[src/rtl/clk_div_meas_pkg.sv]
`default_nettype none
// ============================================================================
//  Module      : clk_div_meas_pkg
//  Description : Shared types and constants for the clock-period measurement
//                block: FSM state encoding, default counter width and the
//                saturation value of the default-width counter.
//  Revision    : 1.0  initial release
// ============================================================================
package clk_div_meas_pkg;

    // Default width of all counters and measurement outputs.
    localparam int DEF_W = 16;

    // Saturation value of a DEF_W-wide counter (2^W-1).
    localparam logic [DEF_W-1:0] CNT_MAX = {DEF_W{1'b1}};

    // Width of the consecutive-match counter; LOCK_CNT is limited to 1..15.
    localparam int MATCH_W = 4;

    // Measurement FSM: IDLE waits for a first reference rise, MEAS reports
    // a complete period on every subsequent rise.
    typedef enum logic [0:0] {
        ST_IDLE = 1'b0,
        ST_MEAS = 1'b1
    } state_e;

endpackage : clk_div_meas_pkg
`default_nettype wire

[src/rtl/clk_div_measure_if.sv]
`default_nettype none
// ============================================================================
//  Module      : clk_div_measure_if
//  Description : Bundle between the measured slow clock and its results.
//                slave  : the measuring block (takes CLK_IN, drives results)
//                master : the user (drives CLK_IN, observes results)
//  Signals     : CLK_IN     slow asynchronous clock under measurement
//                PERIOD     last period, CLK cycles rise-to-rise
//                HIGH_TIME  last high time, CLK cycles rise-to-fall
//                DIV_N      PERIOD>>1, equivalent even-divide factor
//                ODD        PERIOD[0], period is not an even divide
//                VALID      one-cycle pulse when the results update
//                LOCKED     period has been stable for LOCK_CNT matches
//                TIMEOUT    CLK_IN has stalled
//  Revision    : 1.0  initial release
// ============================================================================
interface clk_div_measure_if
    import clk_div_meas_pkg::*;
#(
    parameter int W = DEF_W
);

    logic         CLK_IN;
    logic [W-1:0] PERIOD;
    logic [W-1:0] HIGH_TIME;
    logic [W-1:0] DIV_N;
    logic         ODD;
    logic         VALID;
    logic         LOCKED;
    logic         TIMEOUT;

    modport master (
        output CLK_IN,
        input  PERIOD,
        input  HIGH_TIME,
        input  DIV_N,
        input  ODD,
        input  VALID,
        input  LOCKED,
        input  TIMEOUT
    );

    modport slave (
        input  CLK_IN,
        output PERIOD,
        output HIGH_TIME,
        output DIV_N,
        output ODD,
        output VALID,
        output LOCKED,
        output TIMEOUT
    );

endinterface : clk_div_measure_if
`default_nettype wire

[src/rtl/clk_div_meas_sync.sv]
`default_nettype none
// ============================================================================
//  Module      : clk_div_meas_sync
//  Description : Two-flop synchroniser for a slow asynchronous input followed
//                by an edge-detect flop. Produces single-cycle rise/fall
//                strobes a fixed 3 CLK edges after the input edge.
//  Ports       : CLK     system clock
//                RST_N   asynchronous active-low reset
//                async_i asynchronous slow input
//                rise_o  one-cycle strobe on a synchronised rising edge
//                fall_o  one-cycle strobe on a synchronised falling edge
//  Revision    : 1.0  initial release
// ============================================================================
module clk_div_meas_sync (
    input  logic CLK,
    input  logic RST_N,
    input  logic async_i,
    output logic rise_o,
    output logic fall_o
);

    logic s1_q;   // metastability capture
    logic s2_q;   // synchronised level
    logic s3_q;   // previous synchronised level, for edge detection

    always_ff @(posedge CLK or negedge RST_N) begin
        if (!RST_N) begin
            s1_q <= 1'b0;
            s2_q <= 1'b0;
            s3_q <= 1'b0;
        end else begin
            s1_q <= async_i;
            s2_q <= s1_q;
            s3_q <= s2_q;
        end
    end

    assign rise_o =  s2_q & ~s3_q;
    assign fall_o = ~s2_q &  s3_q;

endmodule : clk_div_meas_sync
`default_nettype wire

[src/rtl/clk_div_measure.sv]
`default_nettype none
// ============================================================================
//  Module      : clk_div_measure
//  Description : Measures a slow asynchronous clock in CLK cycles: period,
//                high time, equivalent even-divide factor and odd flag.
//                Tracks period stability (LOCKED) and input stalls (TIMEOUT).
//  Parameters  : W           width of counters and results
//                TIMEOUT_CYC cycles without a rise before TIMEOUT (4..2^W-1)
//                LOCK_CNT    consecutive equal periods for LOCKED (1..15)
//  Ports       : CLK         system clock, rising edge
//                RST_N       asynchronous active-low reset
//                bus         clk_div_measure_if.slave (CLK_IN in, results out)
//  Revision    : 1.0  initial release
// ============================================================================
module clk_div_measure
    import clk_div_meas_pkg::*;
#(
    parameter int          W           = DEF_W,
    parameter int unsigned TIMEOUT_CYC = 32'h0000_FFFF,
    parameter int          LOCK_CNT    = 4
) (
    input  logic              CLK,
    input  logic              RST_N,
    clk_div_measure_if.slave  bus
);

    localparam logic [W-1:0]       L_CNT_MAX = {W{1'b1}};
    localparam logic [W-1:0]       L_TIMEOUT = W'(TIMEOUT_CYC);
    localparam logic [W-1:0]       L_ONE     = W'(1);
    localparam logic [MATCH_W-1:0] L_LOCK    = MATCH_W'(LOCK_CNT);

    // ------------------------------------------------------------------
    // Input synchronisation and edge detection
    // ------------------------------------------------------------------
    logic w_rise;
    logic w_fall;

    clk_div_meas_sync u_sync (
        .CLK     (CLK),
        .RST_N   (RST_N),
        .async_i (bus.CLK_IN),
        .rise_o  (w_rise),
        .fall_o  (w_fall)
    );

    // ------------------------------------------------------------------
    // State
    // ------------------------------------------------------------------
    state_e               state_q;
    logic [W-1:0]         cnt_q;
    logic [W-1:0]         cnt_d;
    logic [W-1:0]         hcap_q;
    logic [MATCH_W-1:0]   match_q;
    logic [MATCH_W-1:0]   match_d;
    logic                 have_meas_q;   // a PERIOD has been reported since reset

    logic [W-1:0]         period_q;
    logic [W-1:0]         high_q;
    logic [W-1:0]         div_q;
    logic                 odd_q;
    logic                 valid_q;
    logic                 locked_q;
    logic                 timeout_q;

    logic                 w_timeout_hit;
    logic                 w_period_match;

    // The counter restarts at 1 on a rise because the rise cycle itself is
    // the first cycle of the new period; the fixed synchroniser latency is
    // identical for both edges and so drops out of every difference.
    always_comb begin
        cnt_d = (cnt_q == L_CNT_MAX) ? cnt_q : (cnt_q + L_ONE);
        if (w_rise) begin
            cnt_d = L_ONE;
        end
    end

    // Timeout is judged on the value the counter is about to take, so the
    // flag rises on the very edge where cnt reaches TIMEOUT_CYC. A rise in
    // the same cycle forces cnt_d to 1, which is how rise_det wins.
    assign w_timeout_hit = (cnt_d == L_TIMEOUT);

    assign w_period_match = have_meas_q && (cnt_q == period_q);

    always_comb begin
        match_d = '0;
        if (w_period_match) begin
            match_d = (match_q >= L_LOCK) ? L_LOCK : (match_q + MATCH_W'(1));
        end
    end

    // ------------------------------------------------------------------
    // Measurement FSM with registered outputs
    // ------------------------------------------------------------------
    always_ff @(posedge CLK or negedge RST_N) begin
        if (!RST_N) begin
            state_q     <= ST_IDLE;
            cnt_q       <= '0;
            hcap_q      <= '0;
            match_q     <= '0;
            have_meas_q <= 1'b0;
            period_q    <= '0;
            high_q      <= '0;
            div_q       <= '0;
            odd_q       <= 1'b0;
            valid_q     <= 1'b0;
            locked_q    <= 1'b0;
            timeout_q   <= 1'b0;
        end else begin
            valid_q <= 1'b0;
            cnt_q   <= cnt_d;

            // Rise and fall strobes are mutually exclusive.
            if (w_fall) begin
                hcap_q <= cnt_q;
            end

            if (w_rise) begin
                hcap_q    <= '0;
                timeout_q <= 1'b0;
                state_q   <= ST_MEAS;
                case (state_q)
                    ST_MEAS: begin
                        period_q    <= cnt_q;
                        high_q      <= hcap_q;
                        div_q       <= cnt_q >> 1;
                        odd_q       <= cnt_q[0];
                        valid_q     <= 1'b1;
                        match_q     <= match_d;
                        locked_q    <= (match_d == L_LOCK);
                        have_meas_q <= 1'b1;
                    end
                    default: begin
                        // First rise only sets the reference point.
                    end
                endcase
            end else if (w_timeout_hit) begin
                timeout_q <= 1'b1;
                locked_q  <= 1'b0;
                match_q   <= '0;
                state_q   <= ST_IDLE;
            end
        end
    end

    assign bus.PERIOD    = period_q;
    assign bus.HIGH_TIME = high_q;
    assign bus.DIV_N     = div_q;
    assign bus.ODD       = odd_q;
    assign bus.VALID     = valid_q;
    assign bus.LOCKED    = locked_q;
    assign bus.TIMEOUT   = timeout_q;

endmodule : clk_div_measure
`default_nettype wire

[src/flat_wrapper.sv]
// flat-port wrapper written by rule: the top's interface ports become plain ports
module clk_div_measure_flat import clk_div_meas_pkg::*;
#(
    parameter int          W           = DEF_W,
    parameter int unsigned TIMEOUT_CYC = 32'h0000_FFFF,
    parameter int          LOCK_CNT    = 4
)
  (CLK, RST_N, bus_CLK_IN, bus_PERIOD, bus_HIGH_TIME, bus_DIV_N, bus_ODD, bus_VALID, bus_LOCKED, bus_TIMEOUT);
  clk_div_measure_if #(.W(W)) bus_i ();
  input  logic CLK;
  input  logic RST_N;
  input wire logic [$bits(bus_i.CLK_IN)-1:0] bus_CLK_IN;
  output wire logic [$bits(bus_i.PERIOD)-1:0] bus_PERIOD;
  output wire logic [$bits(bus_i.HIGH_TIME)-1:0] bus_HIGH_TIME;
  output wire logic [$bits(bus_i.DIV_N)-1:0] bus_DIV_N;
  output wire logic [$bits(bus_i.ODD)-1:0] bus_ODD;
  output wire logic [$bits(bus_i.VALID)-1:0] bus_VALID;
  output wire logic [$bits(bus_i.LOCKED)-1:0] bus_LOCKED;
  output wire logic [$bits(bus_i.TIMEOUT)-1:0] bus_TIMEOUT;
  assign bus_i.CLK_IN = bus_CLK_IN;
  assign bus_PERIOD = bus_i.PERIOD;
  assign bus_HIGH_TIME = bus_i.HIGH_TIME;
  assign bus_DIV_N = bus_i.DIV_N;
  assign bus_ODD = bus_i.ODD;
  assign bus_VALID = bus_i.VALID;
  assign bus_LOCKED = bus_i.LOCKED;
  assign bus_TIMEOUT = bus_i.TIMEOUT;
  clk_div_measure #(.W(W), .TIMEOUT_CYC(TIMEOUT_CYC), .LOCK_CNT(LOCK_CNT)) u_core (.CLK(CLK), .RST_N(RST_N), .bus(bus_i));
endmodule
[config.mk]
export PLATFORM = sky130hd
export DESIGN_NAME = clk_div_measure_flat
export DESIGN_NICKNAME = d
export VERILOG_FILES = /design/src/rtl/clk_div_meas_pkg.sv /design/src/rtl/clk_div_measure_if.sv /design/src/rtl/clk_div_meas_sync.sv /design/src/rtl/clk_div_measure.sv /design/src/flat_wrapper.sv
export SDC_FILE = /design/constraint.sdc
export NUM_CORES = 1
export LEC_CHECK = 0
export BUFFER_PORTS_ARGS = -buffer_cell sky130_fd_sc_hd__buf_4
export CAP_MARGIN = 40
export CORE_ASPECT_RATIO = 1.4
export CORE_MARGIN = 4
export CORE_UTILIZATION = 51
export DETAILED_ROUTE_END_ITERATION = 12
export GPL_ROUTABILITY_DRIVEN = 1
export PLACE_DENSITY = 0.75
export SETUP_SLACK_MARGIN = 0.3
export SLEW_MARGIN = 20
export SYNTH_ARGS = -nofsm -noshare
export SYNTH_HDL_FRONTEND = slang
export SYNTH_HIERARCHICAL = 1
export SYNTH_SLANG_ARGS = --single-unit
[constraint.sdc]
create_clock -name CLK -period 2.38 [get_ports CLK]
set_input_delay 0.476 -clock CLK [delete_from_list [all_inputs] [get_ports CLK]]
set_output_delay 0.476 -clock CLK [all_outputs]
set_load 0.01 [all_outputs]
# --- Yosys cells after proc, flatten, opt, wreduce, memory -nomap -nowiden ---
# Index checks and enable logic that the tools add are counted.
totals:
  ff_bits: 92
  input_bits: 3
  out_inout_bits: 52
  wordCells: 49
classes:
  n_addsub: 2
  n_lt_le_gt_ge: 1
  eq_ne: 5
  muxes: 17
  bitwise: 4
  n_reduce_logical: 5
op_table:
  columns: ["op", "count"]
  rows:
  - ["2-to-1 mux 16 bit", 4]
  - ["== test 16 bit (second input constant)", 2]
  - ["2-to-1 mux 4 bit", 5]
  - ["adder 16 x 1 -> 16 bit (second input constant)", 1]
  - ["== test 16 bit", 1]
  - ["2-to-1 mux 1 bit", 8]
  - ["adder 4 x 1 -> 4 bit (second input constant)", 1]
  - ["== test 4 x 3 -> 1 bit (second input constant)", 1]
  - [">= comparator 4 x 3 -> 1 bit (second input constant)", 1]
  - ["AND reduction 2 bit", 2]
  - ["nonzero test 2 bit", 2]
  - ["bitwise AND 1 bit", 2]
  - ["!= test 2 x 1 -> 1 bit (second input constant)", 1]
  - ["inverter 1 bit", 2]
  - ["logical AND 1 bit", 1]

# --- Longest topological paths before layout ---
depth:
  word_depth: 6
  mapped_depth: 9
  ltp_nobuf: 8

# --- By module ---
# The synthesis kept the hierarchy.
modules_own_cells:
  columns: ["module", "n_inst", "cells_per_inst", "area_each_um2", "seq_area_each_um2"]
  rows:
  - ["clk_div_measure", 1, 328, 3691.0, 1826.8]
  - ["clk_div_meas_sync", 1, 5, 90.1, 75.1]

# --- Worst setup path before layout ---
# No wires, ideal clock.
synth_timing:
  path_kind: "reg2reg"
  startpoint: "register u_core.cnt_q[0]"
  endpoint: "register u_core.match_q[3]"
  setup_ns: 0.120
  arrival_ns: 2.310
  required_ns: 2.260
  path_slack_ns: -0.050
  stages_incl_launch_ff: 9
  path_buffers: 0
  synth_period_minus_slack_ns: 2.430
  cell_sequence: "dfrtp_1 -> ha_1 -> nand4_4 -> nor4_4 -> mux2_2 -> nor4_1 -> o2111ai_1 -> or2_1 -> and3_1"
synth_via:
  elab_chain_len: 6
  elab_cells_between_ends: 12
  cone_classes: "add/sub (1); eq/ne (3); mux (5); reduce/logical (3)"
synth_rtl:
  columns: ["item", "line_no", "source"]
  rows:
  - ["start, declared", "clk_div_measure.sv:50", "logic [W-1:0] cnt_q;"]
  - ["start signal, assigned", "clk_div_measure.sv:111", "cnt_q <= cnt_d;"]
  - ["adder 16 x 1 -> 16 bit / == test 16 bit (equally long branches)", "clk_div_measure.sv:72", "cnt_d = (cnt_q == L_CNT_MAX) ? cnt_q : (cnt_q + L_ONE);"]
  - ["2-to-1 mux 16 bit", "clk_div_measure.sv:72", null]
  - ["2-to-1 mux 16 bit", "clk_div_measure.sv:73", "if (w_rise) begin"]
  - ["== test 16 bit", "clk_div_measure.sv:81", "assign w_timeout_hit = (cnt_d == L_TIMEOUT);"]
  - ["nonzero test 2 bit (no line)", null, null]
  - ["AND reduction 2 bit (no line)", null, null]
  - ["end signal, assigned", "clk_div_measure.sv:129", "match_q <= match_d;"]
  - ["end, declared", "clk_div_measure.sv:53", "logic [MATCH_W-1:0] match_q;"]
# Parallel ways exist; a longest one is shown, timed or not. The select of a mux whose other input is x is not followed.
# A chain may end at the register's enable or synchronous reset.

# --- Worst setup path in the final report ---
# Ends and elaborated chain as after synthesis.

==> flow_summary.yaml <==
power_and_ir_drop:
  leakage_nw: 2.37
  p_per_area_nw_per_um2: 681
  vdd_ir_drop_max_mv: 0.526
  total_power_mw: 3.31
worst_setup_path:
  crit_type: "reg2reg"
  cp.arrival_ns: 2.61
  crit_fanout: 4
  cpMaxStageDelayCell: "or4_4"
  crit_chain: "ha_4 -> and4_4 -> nand4_1 -> a211oi_2 -> nor3_2 -> or4_4 -> or2_1 -> and3_1"
  slowest_delay_ns: 0.44
  worstPathRequired_ns: 2.63
  cp-end-kind: "register"
  start_kind: "register"
synth:
  synth_area_leaders: "dfrtp_1 (50%), mux2_2 (9.5%), mux2i_1 (5.6%)"
  ys_types: 51
  synthCells: 333
  synth_fa_ha_area_frac: 0.00662
  synth.ff_latch_count: 76
  post-synth-top-area-fraction: 0.503
  synthSimpleGateAreaFrac: 0.152
  synth_edf_count: 0
  synth_top_cell_by_area: "dfrtp_1"
  syn_avg_cell_area_um2: 11.4
  syn_nets: 338
  synth_ff_type: "dfrtp_1"
  synth_most_common_cell: "dfrtp_1"
  synth_compound_area_frac: 0.0513
  synth_xor_area_frac: 0.0556
  async_flop_share: 1.00
  synth_top_family_by_area: "simple AND/OR/NAND/NOR gates"
  synth_common_cells: "dfrtp_1 (76), nor2_1 (36), mux2_2 (32), buf_4 (23), mux2i_1 (21)"
  netlist_area_um2: 3780
  ys_seq_area_frac: 0.503
  muxShareOfSynthArea: 0.151
  yosys_warnings: 6
clock_tree:
  clock_latency_ns: 0.36
  clk_path_buf_depth: 2
  cts_root_buf: "clkbuf_8"
  clkSinkCount: 76
  cts-buffers-inserted: 9
  clkTransAtPathRegs_ns: 0.08
  cts_hold_buf: 0
  h-tree-depth: 3
  cts_tree: "built"
detailed_routing:
  wire_per_inst_um: 17.0
  first_pass_iters: 5
  drc: 0
  vias: 2719
  detail-route-antenna-nets: 0
  routed.top_layer: "met4"
  vias_per_cell: 5.31
  drt_iter0_drc: 142
  totalWireLength_mm: 8.72
  wl_met3_um: 365
  dr_wl_met2_mm: 4.35
  wl_met1_mm: 3.67
timing:
  rsz0062_at_grt: "true"
  timing.fmax_mhz: 425
  tightestPinTransition_ns: 0.527
  setup_viol: 0
  period_share: 0.988
  maxSlewHeadroom: 0.647
  skew_ns: 0.0123
  hold_slack_ns: 0.0706
  layout_setup_ws_ns: 0.0275
  setup_tns_ns: 0
  final_max_slew_viol_count: 0
  final.min_clock_period_ns: 2.35
  hold_viol: 0
floorplanning:
  die_w_um: 80.8
  start_util: 0.535
  ioPinCount: 55
  dieArea_um2: 8880
  std_cell_rows: 36
  die_y_um: 110
  core_area_um2: 7070
status:
  outcome: "completed"
global_route:
  grt_pass1_wl_mm: 14.0
  grt_max_degree: 40
  antenna_found_initial: 0
  grtUsageTotal: 0.215
  grt_overflow: 0
  grt_pass1_vias: 2813
cells_and_area:
  synthToLayoutAreaGrowth_pct: 28.6
  n_antenna_cell: 0
  drive_gt1_frac: 0.463
  fin_nets: 417
place:
  place_congestion: 0.944
  place_ws_ns: -0.0554
  dpl.hpwl_mm: 6.23
  io_buffers: 53
worst_hold_path:
  hp-class: "in2async"
job:
  cap_violations: 0
-- registers in the layout, indices dropped and copies added (netlist names) --
signal / count
u_core/bus.LOCKED: 1
u_core/u_sync/s1_q: 1
u_core/hcap_q: 16
u_core/match_q: 4
u_core/u_sync/s2_q: 1
u_core/bus.PERIOD: 16
u_core/state_q: 1
u_core/u_sync/s3_q: 1
u_core/bus.TIMEOUT: 1
u_core/have_meas_q: 1
u_core/cnt_q: 16
u_core/bus.HIGH_TIME: 16
u_core/bus.VALID: 1
-- critical path: cells and delay by family (launching register included) --
kind                     cells  cell delay, ns
AND/OR/NAND/NOR              6            1.36
flip-flops                   1            0.41
AO/OA/AOI/OAI                1            0.29
adder cells (fa/ha/maj)      1            0.18
-- cell families (layout without fill, tap and decap cells) --
family / after synthesis / in the layout
AOI/OAI and AO/OA: 26 / 26
xor gates and xnor gates: 24 / 24
adders and majority gates: 2 / 2
buffers and inverters: 51 / 135
DFF: 76 / 76
muxes: 53 / 53
other: 1 / 1
and+or+nand+nor: 100 / 100
-- final cells by class --
class                           instances  area (um^2)
Fill cell                             547         2210
Clock buffer                           13          169
Multi-Input combinational cell        206         1720
Sequential cell                        76         1910
Timing Repair Buffer                  111          876
Inverter                                8         30.0
Clock inverter                          3         43.8
Tap cell                               95          119
-- report_power, final --
group / switching [mW] / leakage (nW) / total (mW) / internal [mW]
Combinational: 0.381 / 1.25 / 0.776 / 0.395
Clock: 0.462 / 0.110 / 1.03 / 0.571
Sequential: 0.109 / 1.02 / 1.50 / 1.40
-- placed cells by master (no fill, tap or decap), types with 5 or more instances in the layout --
cell type,instances
nor2_1,36
clkbuf_8,12
dfrtp_1,73
xnor2_1,14
o21ai_0,5
buf_4,102
xor2_1,9
mux2i_1,21
nand4_1,6
buf_6,8
inv_1,8
mux2_2,31
nand2_1,12
nor4_2,5
-- final timing paths --
kind / start / to / slack [ns] / cells after the start
max: u_core/cnt_q[0] / u_core/match_q[3] / 0.03 / 8
min: RST_N / u_core/hcap_q[5] / 0.07 / 1
max reg2reg: u_core/cnt_q[0] / u_core/match_q[3] / 0.03 / 8
min reg2reg: u_core/u_sync/s1_q / u_core/u_sync/s2_q / 0.37 / 0
max in group asynchronous: RST_N / u_core/cnt_q[1] / 1.71 / 2
min in group CLK: bus_CLK_IN / u_core/u_sync/s1_q / 0.21 / 1
-- repair_timing --
item,CTS,global route
pin swaps,15,2
resized for setup,24,9
endpoints found under the hold margin,0,0
setup endpoints to repair,7,8
buffers inserted,15,0
-- through the flow --
step	utilization	cell area [um^2]	cells
CTS	0.683	4830	512
finish	0.688	4860	512
global placement	0.619	4380	481
detailed placement	0.619	4380	481
floorplan	-	3800	333
global route	0.688	4860	512
-- metal layers --
metal,vias to the layer above,track usage
li1,1282,-
met1,1345,0.265
met2,71,0.344
met3,21,0.0336
met4,0,0.146
met5,-,0
Power figures use the tool's default switching activity.
